[config.mk]
export PLATFORM = sky130hd
export DESIGN_NAME = simple_bus_arbiter_flat
export DESIGN_NICKNAME = d
export VERILOG_FILES = /design/src/rtl/simple_bus_arbiter_if.sv /design/src/rtl/simple_bus_arbiter.sv /design/src/flat_wrapper.sv
export SDC_FILE = /design/constraint.sdc
export NUM_CORES = 1
export LEC_CHECK = 0
export ABC_AREA = 1
export CAP_MARGIN = 15
export CORE_AREA = 2 2 157 159
export CTS_CLUSTER_SIZE = 28
export DETAILED_ROUTE_END_ITERATION = 8
export DIE_AREA = 0 0 159 161
export PLACE_DENSITY_LB_ADDON = 0.2
export SETUP_SLACK_MARGIN = 0.3
export SYNTH_ARGS = -nofsm -noshare
export SYNTH_HDL_FRONTEND = slang
export SYNTH_SLANG_ARGS = --single-unit
[constraint.sdc]
create_clock -name clk -period 1.72 [get_ports clk]
set_input_delay 0.172 -clock clk [delete_from_list [all_inputs] [get_ports clk]]
set_output_delay 0.172 -clock clk [all_outputs]
set_load 0.03 [all_outputs]
[src/rtl/simple_bus_arbiter_if.sv]
// Requester-side and target-side simple_bus signals of the round-robin arbiter.
interface simple_bus_arbiter_if #(
  parameter int NUM_REQ = 4,
  parameter int IDW     = $clog2(NUM_REQ)
);
  logic [NUM_REQ-1:0]    m_valid;
  logic [NUM_REQ-1:0]    m_we;
  logic [NUM_REQ*32-1:0] m_addr;
  logic [NUM_REQ*32-1:0] m_wdata;
  logic [NUM_REQ-1:0]    m_ready;
  logic [31:0]           m_rdata;

  logic                  s_valid;
  logic                  s_we;
  logic [31:0]           s_addr;
  logic [31:0]           s_wdata;
  logic                  s_ready;
  logic [31:0]           s_rdata;

  logic                  grant_valid;
  logic [IDW-1:0]        grant_id;

  // Arbiter view: consumes requests and target responses.
  modport slave (
    input  m_valid, m_we, m_addr, m_wdata, s_ready, s_rdata,
    output m_ready, m_rdata, s_valid, s_we, s_addr, s_wdata,
           grant_valid, grant_id
  );

  // Environment view: requesters plus the shared target.
  modport master (
    output m_valid, m_we, m_addr, m_wdata, s_ready, s_rdata,
    input  m_ready, m_rdata, s_valid, s_we, s_addr, s_wdata,
           grant_valid, grant_id
  );
endinterface

[src/rtl/simple_bus_arbiter.sv]
// Round-robin arbiter sharing one simple_bus target between NUM_REQ requesters.
// Latency: request seen in IDLE -> s_valid next cycle; one transfer per 2 cycles at best.
// Backpressure: s_ready passes straight to the granted requester's m_ready; others wait.
module simple_bus_arbiter #(
  parameter int NUM_REQ = 4,
  parameter int IDW     = $clog2(NUM_REQ)
) (
  input  logic                 clk,
  input  logic                 rst,
  simple_bus_arbiter_if.slave  bus
);

  localparam logic [0:0] IDLE  = 1'b0;
  localparam logic [0:0] GRANT = 1'b1;

  logic [0:0]         state;
  logic [IDW-1:0]     grant_id_q;
  logic [IDW-1:0]     last_grant;

  logic               any_req;
  logic               found_hi;
  logic [IDW-1:0]     hi_id;
  logic [IDW-1:0]     lo_id;
  logic [IDW-1:0]     next_id;

  logic               in_grant;
  logic               sel_valid;
  logic               sel_we;
  logic [31:0]        sel_addr;
  logic [31:0]        sel_wdata;
  logic               xfer_done;
  logic [NUM_REQ-1:0] m_ready_d;

  // Lowest requester above last_grant wins; if none, wrap to the lowest requester overall.
  always_comb begin
    any_req  = 1'b0;
    found_hi = 1'b0;
    hi_id    = '0;
    lo_id    = '0;
    for (int i = NUM_REQ - 1; i >= 0; i--) begin
      if (bus.m_valid[i]) begin
        any_req = 1'b1;
        lo_id   = IDW'(i);
        if (IDW'(i) > last_grant) begin
          found_hi = 1'b1;
          hi_id    = IDW'(i);
        end
      end
    end
    next_id = found_hi ? hi_id : lo_id;
  end

  always_comb begin
    sel_valid = 1'b0;
    sel_we    = 1'b0;
    sel_addr  = '0;
    sel_wdata = '0;
    for (int i = 0; i < NUM_REQ; i++) begin
      if (grant_id_q == IDW'(i)) begin
        sel_valid = bus.m_valid[i];
        sel_we    = bus.m_we[i];
        sel_addr  = bus.m_addr[32*i +: 32];
        sel_wdata = bus.m_wdata[32*i +: 32];
      end
    end
  end

  assign in_grant  = (state == GRANT);
  assign xfer_done = in_grant && sel_valid && bus.s_ready;

  always_comb begin
    m_ready_d = '0;
    for (int i = 0; i < NUM_REQ; i++) begin
      if (xfer_done && (grant_id_q == IDW'(i))) m_ready_d[i] = 1'b1;
    end
  end

  always_ff @(posedge clk or posedge rst) begin
    if (rst) begin
      state      <= IDLE;
      grant_id_q <= '0;
      last_grant <= IDW'(NUM_REQ - 1);
    end else begin
      case (state)
        IDLE: begin
          if (any_req) begin
            grant_id_q <= next_id;
            state      <= GRANT;
          end
        end
        GRANT: begin
          if (xfer_done) begin
            last_grant <= grant_id_q;
            state      <= IDLE;
          end else if (!sel_valid) begin
            // Requester withdrew without completing: drop the grant, keep priority.
            state <= IDLE;
          end
        end
        default: state <= IDLE;
      endcase
    end
  end

  assign bus.s_valid     = in_grant && sel_valid;
  assign bus.s_we        = in_grant && sel_we;
  assign bus.s_addr      = in_grant ? sel_addr  : 32'h0;
  assign bus.s_wdata     = in_grant ? sel_wdata : 32'h0;
  assign bus.m_ready     = m_ready_d;
  assign bus.m_rdata     = bus.s_rdata;
  assign bus.grant_valid = in_grant;
  assign bus.grant_id    = grant_id_q;

endmodule

[src/flat_wrapper.sv]
// flat-port wrapper written by rule: the top's interface ports become plain ports
module simple_bus_arbiter_flat 
#(
  parameter int NUM_REQ = 4,
  parameter int IDW     = $clog2(NUM_REQ)
)
  (clk, rst, bus_m_valid, bus_m_we, bus_m_addr, bus_m_wdata, bus_s_ready, bus_s_rdata, bus_m_ready, bus_m_rdata, bus_s_valid, bus_s_we, bus_s_addr, bus_s_wdata, bus_grant_valid, bus_grant_id);
  simple_bus_arbiter_if #(.NUM_REQ(NUM_REQ), .IDW(IDW)) bus_i ();
  input  logic clk;
  input  logic rst;
  input wire logic [$bits(bus_i.m_valid)-1:0] bus_m_valid;
  input wire logic [$bits(bus_i.m_we)-1:0] bus_m_we;
  input wire logic [$bits(bus_i.m_addr)-1:0] bus_m_addr;
  input wire logic [$bits(bus_i.m_wdata)-1:0] bus_m_wdata;
  input wire logic [$bits(bus_i.s_ready)-1:0] bus_s_ready;
  input wire logic [$bits(bus_i.s_rdata)-1:0] bus_s_rdata;
  output wire logic [$bits(bus_i.m_ready)-1:0] bus_m_ready;
  output wire logic [$bits(bus_i.m_rdata)-1:0] bus_m_rdata;
  output wire logic [$bits(bus_i.s_valid)-1:0] bus_s_valid;
  output wire logic [$bits(bus_i.s_we)-1:0] bus_s_we;
  output wire logic [$bits(bus_i.s_addr)-1:0] bus_s_addr;
  output wire logic [$bits(bus_i.s_wdata)-1:0] bus_s_wdata;
  output wire logic [$bits(bus_i.grant_valid)-1:0] bus_grant_valid;
  output wire logic [$bits(bus_i.grant_id)-1:0] bus_grant_id;
  assign bus_i.m_valid = bus_m_valid;
  assign bus_i.m_we = bus_m_we;
  assign bus_i.m_addr = bus_m_addr;
  assign bus_i.m_wdata = bus_m_wdata;
  assign bus_i.s_ready = bus_s_ready;
  assign bus_i.s_rdata = bus_s_rdata;
  assign bus_m_ready = bus_i.m_ready;
  assign bus_m_rdata = bus_i.m_rdata;
  assign bus_s_valid = bus_i.s_valid;
  assign bus_s_we = bus_i.s_we;
  assign bus_s_addr = bus_i.s_addr;
  assign bus_s_wdata = bus_i.s_wdata;
  assign bus_grant_valid = bus_i.grant_valid;
  assign bus_grant_id = bus_i.grant_id;
  simple_bus_arbiter #(.NUM_REQ(NUM_REQ), .IDW(IDW)) u_core (.clk(clk), .rst(rst), .bus(bus_i));
endmodule
### After elaboration in Yosys (flattened, before gate mapping)

Index checks and enable logic that the tools add are counted.

* muxes and demuxes: 51
* equal/unequal tests: 3
* bitwise logic cells: 1
* reductions and logical operators: 10
* $lt $le $gt $ge: 4

Operators by type and width (number)
* $mux W32: 10
* $mux W1: 27
* $mux W2: 13
* $logic_and A1 B1 Y1: 7
* $eq A2 B2 Y1 const B: 2
* $gt A1 B2 Y1 const A: 2
* $gt A2 B2 Y1 const A: 2
* $reduce_and A2 Y1: 2
* $eq A2 B1 Y1 const B: 1
* $logic_not A2 Y1: 1
* $pmux W1 S2: 1
* $not A1 Y1: 1

* bits of input ports: 299
* word-level logic and storage cells: 72
* bits in registers: 5

### Logic depth before layout (Yosys ltp)

* depth after elaboration: 10
* gate-level depth with buffers: 8

### Worst setup path before layout

Ideal clock, no wire load.

* path kind: reg2out
* start point: register u_core.grant_id_q[1] (netlist: u_core.bus.grant_id[1])
* end point: output bus_s_addr[8]
* stages on the path, launching flop included: 8
* required time: 1548 ps
* data arrival time: 1743 ps
* path slack: -195 ps
* cells stage by stage: dfrtp_1 nand2_2 inv_2 buf_4 buf_6 nor2_1 o221ai_1 a21oi_1

* longest elaborated chain between the ends: 6
* elaborated cells on any way between the ends: 9
* classes of those cells: 3 x eq/ne; 5 x mux; 1 x reduce/logical

Ends and longest elaborated chain
* start, declared: RTL line simple_bus_arbiter.sv:17 `logic [IDW-1:0] grant_id_q;`
* start signal, assigned: RTL line simple_bus_arbiter.sv:87 `grant_id_q <= next_id;`
* $logic_not A2 Y1: RTL line simple_bus_arbiter.sv:59 `if (grant_id_q == IDW'(i)) begin`
* $mux W32 (3 in series): RTL line simple_bus_arbiter.sv:59
* $mux W32 *: RTL line simple_bus_arbiter.sv:59
* $mux W32 *: RTL line simple_bus_arbiter.sv:107 `assign bus.s_addr = in_grant ? sel_addr : 32'h0;`
* end, declared: RTL line flat_wrapper.sv:21 `output wire logic [$bits(bus_i.s_addr)-1:0] bus_s_addr;`

Mark *: on every way between the ends. The rest lies on a longest branch, timed or not.

### Final worst setup path

* start point: register u_core.grant_id_q[0] (netlist: u_core.bus.grant_id[0])
* end point: output bus_s_addr[18]

Same word-level chain as after synthesis.

==> impl_metrics.tcl <==
set metrics [dict create \
    outcome "finished with violations" \
    failed_checks "setup timing" \
    cts_inserted_buffers 3 \
    dieArea_mm2 0.0256 \
    cp.arrival_ps 1730 \
    drive_gt1_frac 0.380 \
    io_pins 404 \
    min_path_type "in2async" \
    rsz0062_at_grt "yes" \
    setup_viol 67 \
    p_leak_uw 0.00327 \
    swShare 0.529 \
    slew_headroom 0.789 \
    timing.rr.start "u_core.bus.grant_id[0]" \
    pwr-share-comb 0.954 \
    slew_violations 0 \
    fp-row-count 57 \
    nets 1165 \
    hpwl_um 15000 \
    yosysSeqAreaShare 0.0460 \
    synth.avg_cell_area_um2 5.35 \
    die-height_um 161 \
    endpoint "bus_s_addr[18]" \
    worst_path_dominant_cell_family "buffers and inverters" \
    first_pass_iters 4 \
    die_w_um 159 \
    gp_congestion 0.849 \
    tightest_slew_ps 315 \
    syn_area_mm2 0.00278 \
    multi_input_area_mm2 0.00253 \
    rr_endpoint "u_core.last_grant[0]" \
    syn_to_final_growth_pct 184 \
    synth_warnings 0 \
    port_buffers 339 \
    crit_cells 10 \
    clk_transition_reported_paths_ps 30 \
    cp.buffers_inverters 6 \
    vdd_drop_max_mv 0.664 \
    worst_path_max_delay_cell "dfrtp_2" \
    crit_chain "buf_6, nor2_4, buf_12, buf_8, buf_16, nand2_1, nand3_1, o211ai_1, inv_2, buf_6" \
    initial_core_util 0.116 \
    cp_data_required_time_ps 1550 \
    antenna_found_initial 0 \
    layoutNonFillerInstCount 1189 \
    cts-root-buf "clkbuf_16" \
    seq_power_share 0.019 \
    synth.distinct_cells 29 \
    synth_edf_count 0 \
    finalWorstSetupSlack_ps -185 \
    htreeDepth 1 \
    crit_type "reg2out" \
    wl_per_cell_um 17.7 \
    async_reset_ff_frac 1.00 \
    ff2ff_path_depth 11 \
    synth_most_common_cell "nand2_1" \
    post-route-drc-count 0 \
    finClkSkew_ps 1.03 \
    clock_latency_ps 230 \
    cp-end-kind "output pin" \
    wirelength_um 21000 \
    clock-sinks 5 \
    clockBufferDepth 2 \
    synth_cells 519 \
    synth_area_leaders "o211ai_1 (17%), nand3_1 (13%), buf_4 (11%)" \
    power_density_mw_per_mm2 1810 \
    period_minus_slack_ps 1900 \
    grt_pass1_vias 4919 \
    num_antenna_cells 0 \
    cp_slowest_stage_delay_ps 420 \
    clockPowerShare 0.027 \
    core-area_mm2 0.0240 \
    dr_total_vias 4867 \
    regArea_um2 131 \
    cp_common_cell "buf_6" \
    hold_violations 0 \
    ys_top_cells_by_count "nand2_1 (78), nand3_1 (72), nor2_1 (66)" \
    max_freq_mhz 525 \
    globalRouteTotalUtil 0.144 \
    synth_area_leader_cell "o211ai_1" \
    ant_nets 0 \
    crit_fanout 7 \
    viasPerCell 4.09 \
    whs_ps 157 \
    synth_top_area_share 0.165 \
    p_int_uw 6720 \
    switchingPower_uw 7550 \
    grt_pass1_wl_um 29100 \
    ys.flop_type "dfrtp_1" \
    cts_tree "done" \
    synth.net_count 818 \
    startpoint_type "flop" \
    grt_start_max_net_pins 40 \
    fin_crit_sh 1.11 \
    placedCellCount 1148 \
    grt.overflow.total 0 \
    drtIter0Drc 178 \
    startpoint "u_core.bus.grant_id[0]" \
    fillers 2606 \
    cap_violations 0 \
    r2r_slack_ps 100 \
    ys_seq_elements 5 \
]
[worst min-delay path by stage]
| stage | to | depth (start not counted) |
|---|---|---|
| after global placement | bus_m_rdata[15] | 0 |
| after CTS | u_core.bus.grant_id[0] | 2 |
| final | u_core.bus.grant_id[0] | 2 |
| after global routing | u_core.bus.grant_id[1] | 2 |
| after detailed placement | bus_m_rdata[15] | 0 |
| after floorplan | u_core.bus.grant_id[0] | 1 |
[worst register-to-register path, stage by stage, from the launching register on]
cell     delay (ps)
dfrtp_2         420
buf_6           150
nor2_4          130
buf_4           150
nand2_1          60
nand3_2          80
nand2_4          70
buf_4           130
buf_4           120
buf_4           120
nand4_1          60
nand2_1          60
[layout by cell type (no fill, tap or decap), drive strengths merged]
| master | netlist | layout |
|---|---|---|
| a21boi | 1 | 1 |
| a21oi | 33 | 33 |
| buf | 62 | 144 |
| clkbuf | 14 | 12 |
| clkdlybuf4s50 | 0 | 266 |
| clkinv | 0 | 1 |
| dfrtp | 3 | 3 |
| dfstp | 2 | 2 |
| inv | 47 | 46 |
| nand2 | 79 | 79 |
| nand3 | 73 | 73 |
| nand4 | 3 | 3 |
| nor2 | 67 | 67 |
| nor3 | 1 | 1 |
| o211ai | 61 | 61 |
| o21ai | 39 | 39 |
| o21bai | 1 | 1 |
| o221ai | 4 | 4 |
| o22ai | 1 | 1 |
| or2 | 28 | 28 |
[logic make-up after synthesis]
kind of cell	synth area share
AO/OA/AOI/OAI	0.315
buffers and inverters	0.233
flip-flops	0.0460
AND/OR/NAND/NOR	0.406
[power by group through the flow]
stage	logic, uW	registers (uW)	clock network [uW]
2_1_floorplan	6420	347	0
3_3_place_gp	10600	276	0
3_5_place_dp	10500	276	0
4_1_cts	12100	275	395
5_1_grt	14500	285	403
6_report	13600	278	385
[final cells by class]
cell class                 count  area share
timing repair buffer         418       0.577
multi-input combinational    391       0.320
tap                          324      0.0514
inverter                      47      0.0243
sequential                     5      0.0166
clock buffer                   4     0.00999
[registers in the layout (all words and copies together), names as in the netlist]
signal	count
u_core.bus.grant_id	2
u_core.bus.grant_valid	1
u_core.last_grant	2
[layer usage]
layer / vias to the layer above / wire [um] / share of wire / global-route usage
met4: 0 / 475 / 0.023 / 0.0339
met2: 184 / 10400 / 0.49 / 0.258
met3: 41 / 1250 / 0.059 / 0.0336
met5: - / 0 / 0 / 0
li1: 2427 / - / - / -
met1: 2215 / 8920 / 0.42 / 0.175
[stage by stage]
step / TNS, ps / setup WS (ps) / power (uW) / area (um2) / utilization
floorplan: 0 / 96.7 / 6770 / 2980 / -
global placement: -168 / -122 / 10900 / 6560 / 0.274
detailed placement: -162 / -98.9 / 10800 / 6560 / 0.274
CTS: -10020 / -185 / 12800 / 7240 / 0.302
global route: -13930 / -271 / 15200 / 7890 / 0.329
finish: -8490 / -185 / 14300 / 7890 / 0.329
[what timing repair did]
action                     CTS  global route
hold buffers                 0             0
gates resized for setup    119            79
pin swaps                   14            20
setup endpoints to repair   75            74
hold endpoints to repair     0             0
gates cloned                 3             8
setup buffers               12            14
No activity file was read; power rests on OpenSTA's default activity.
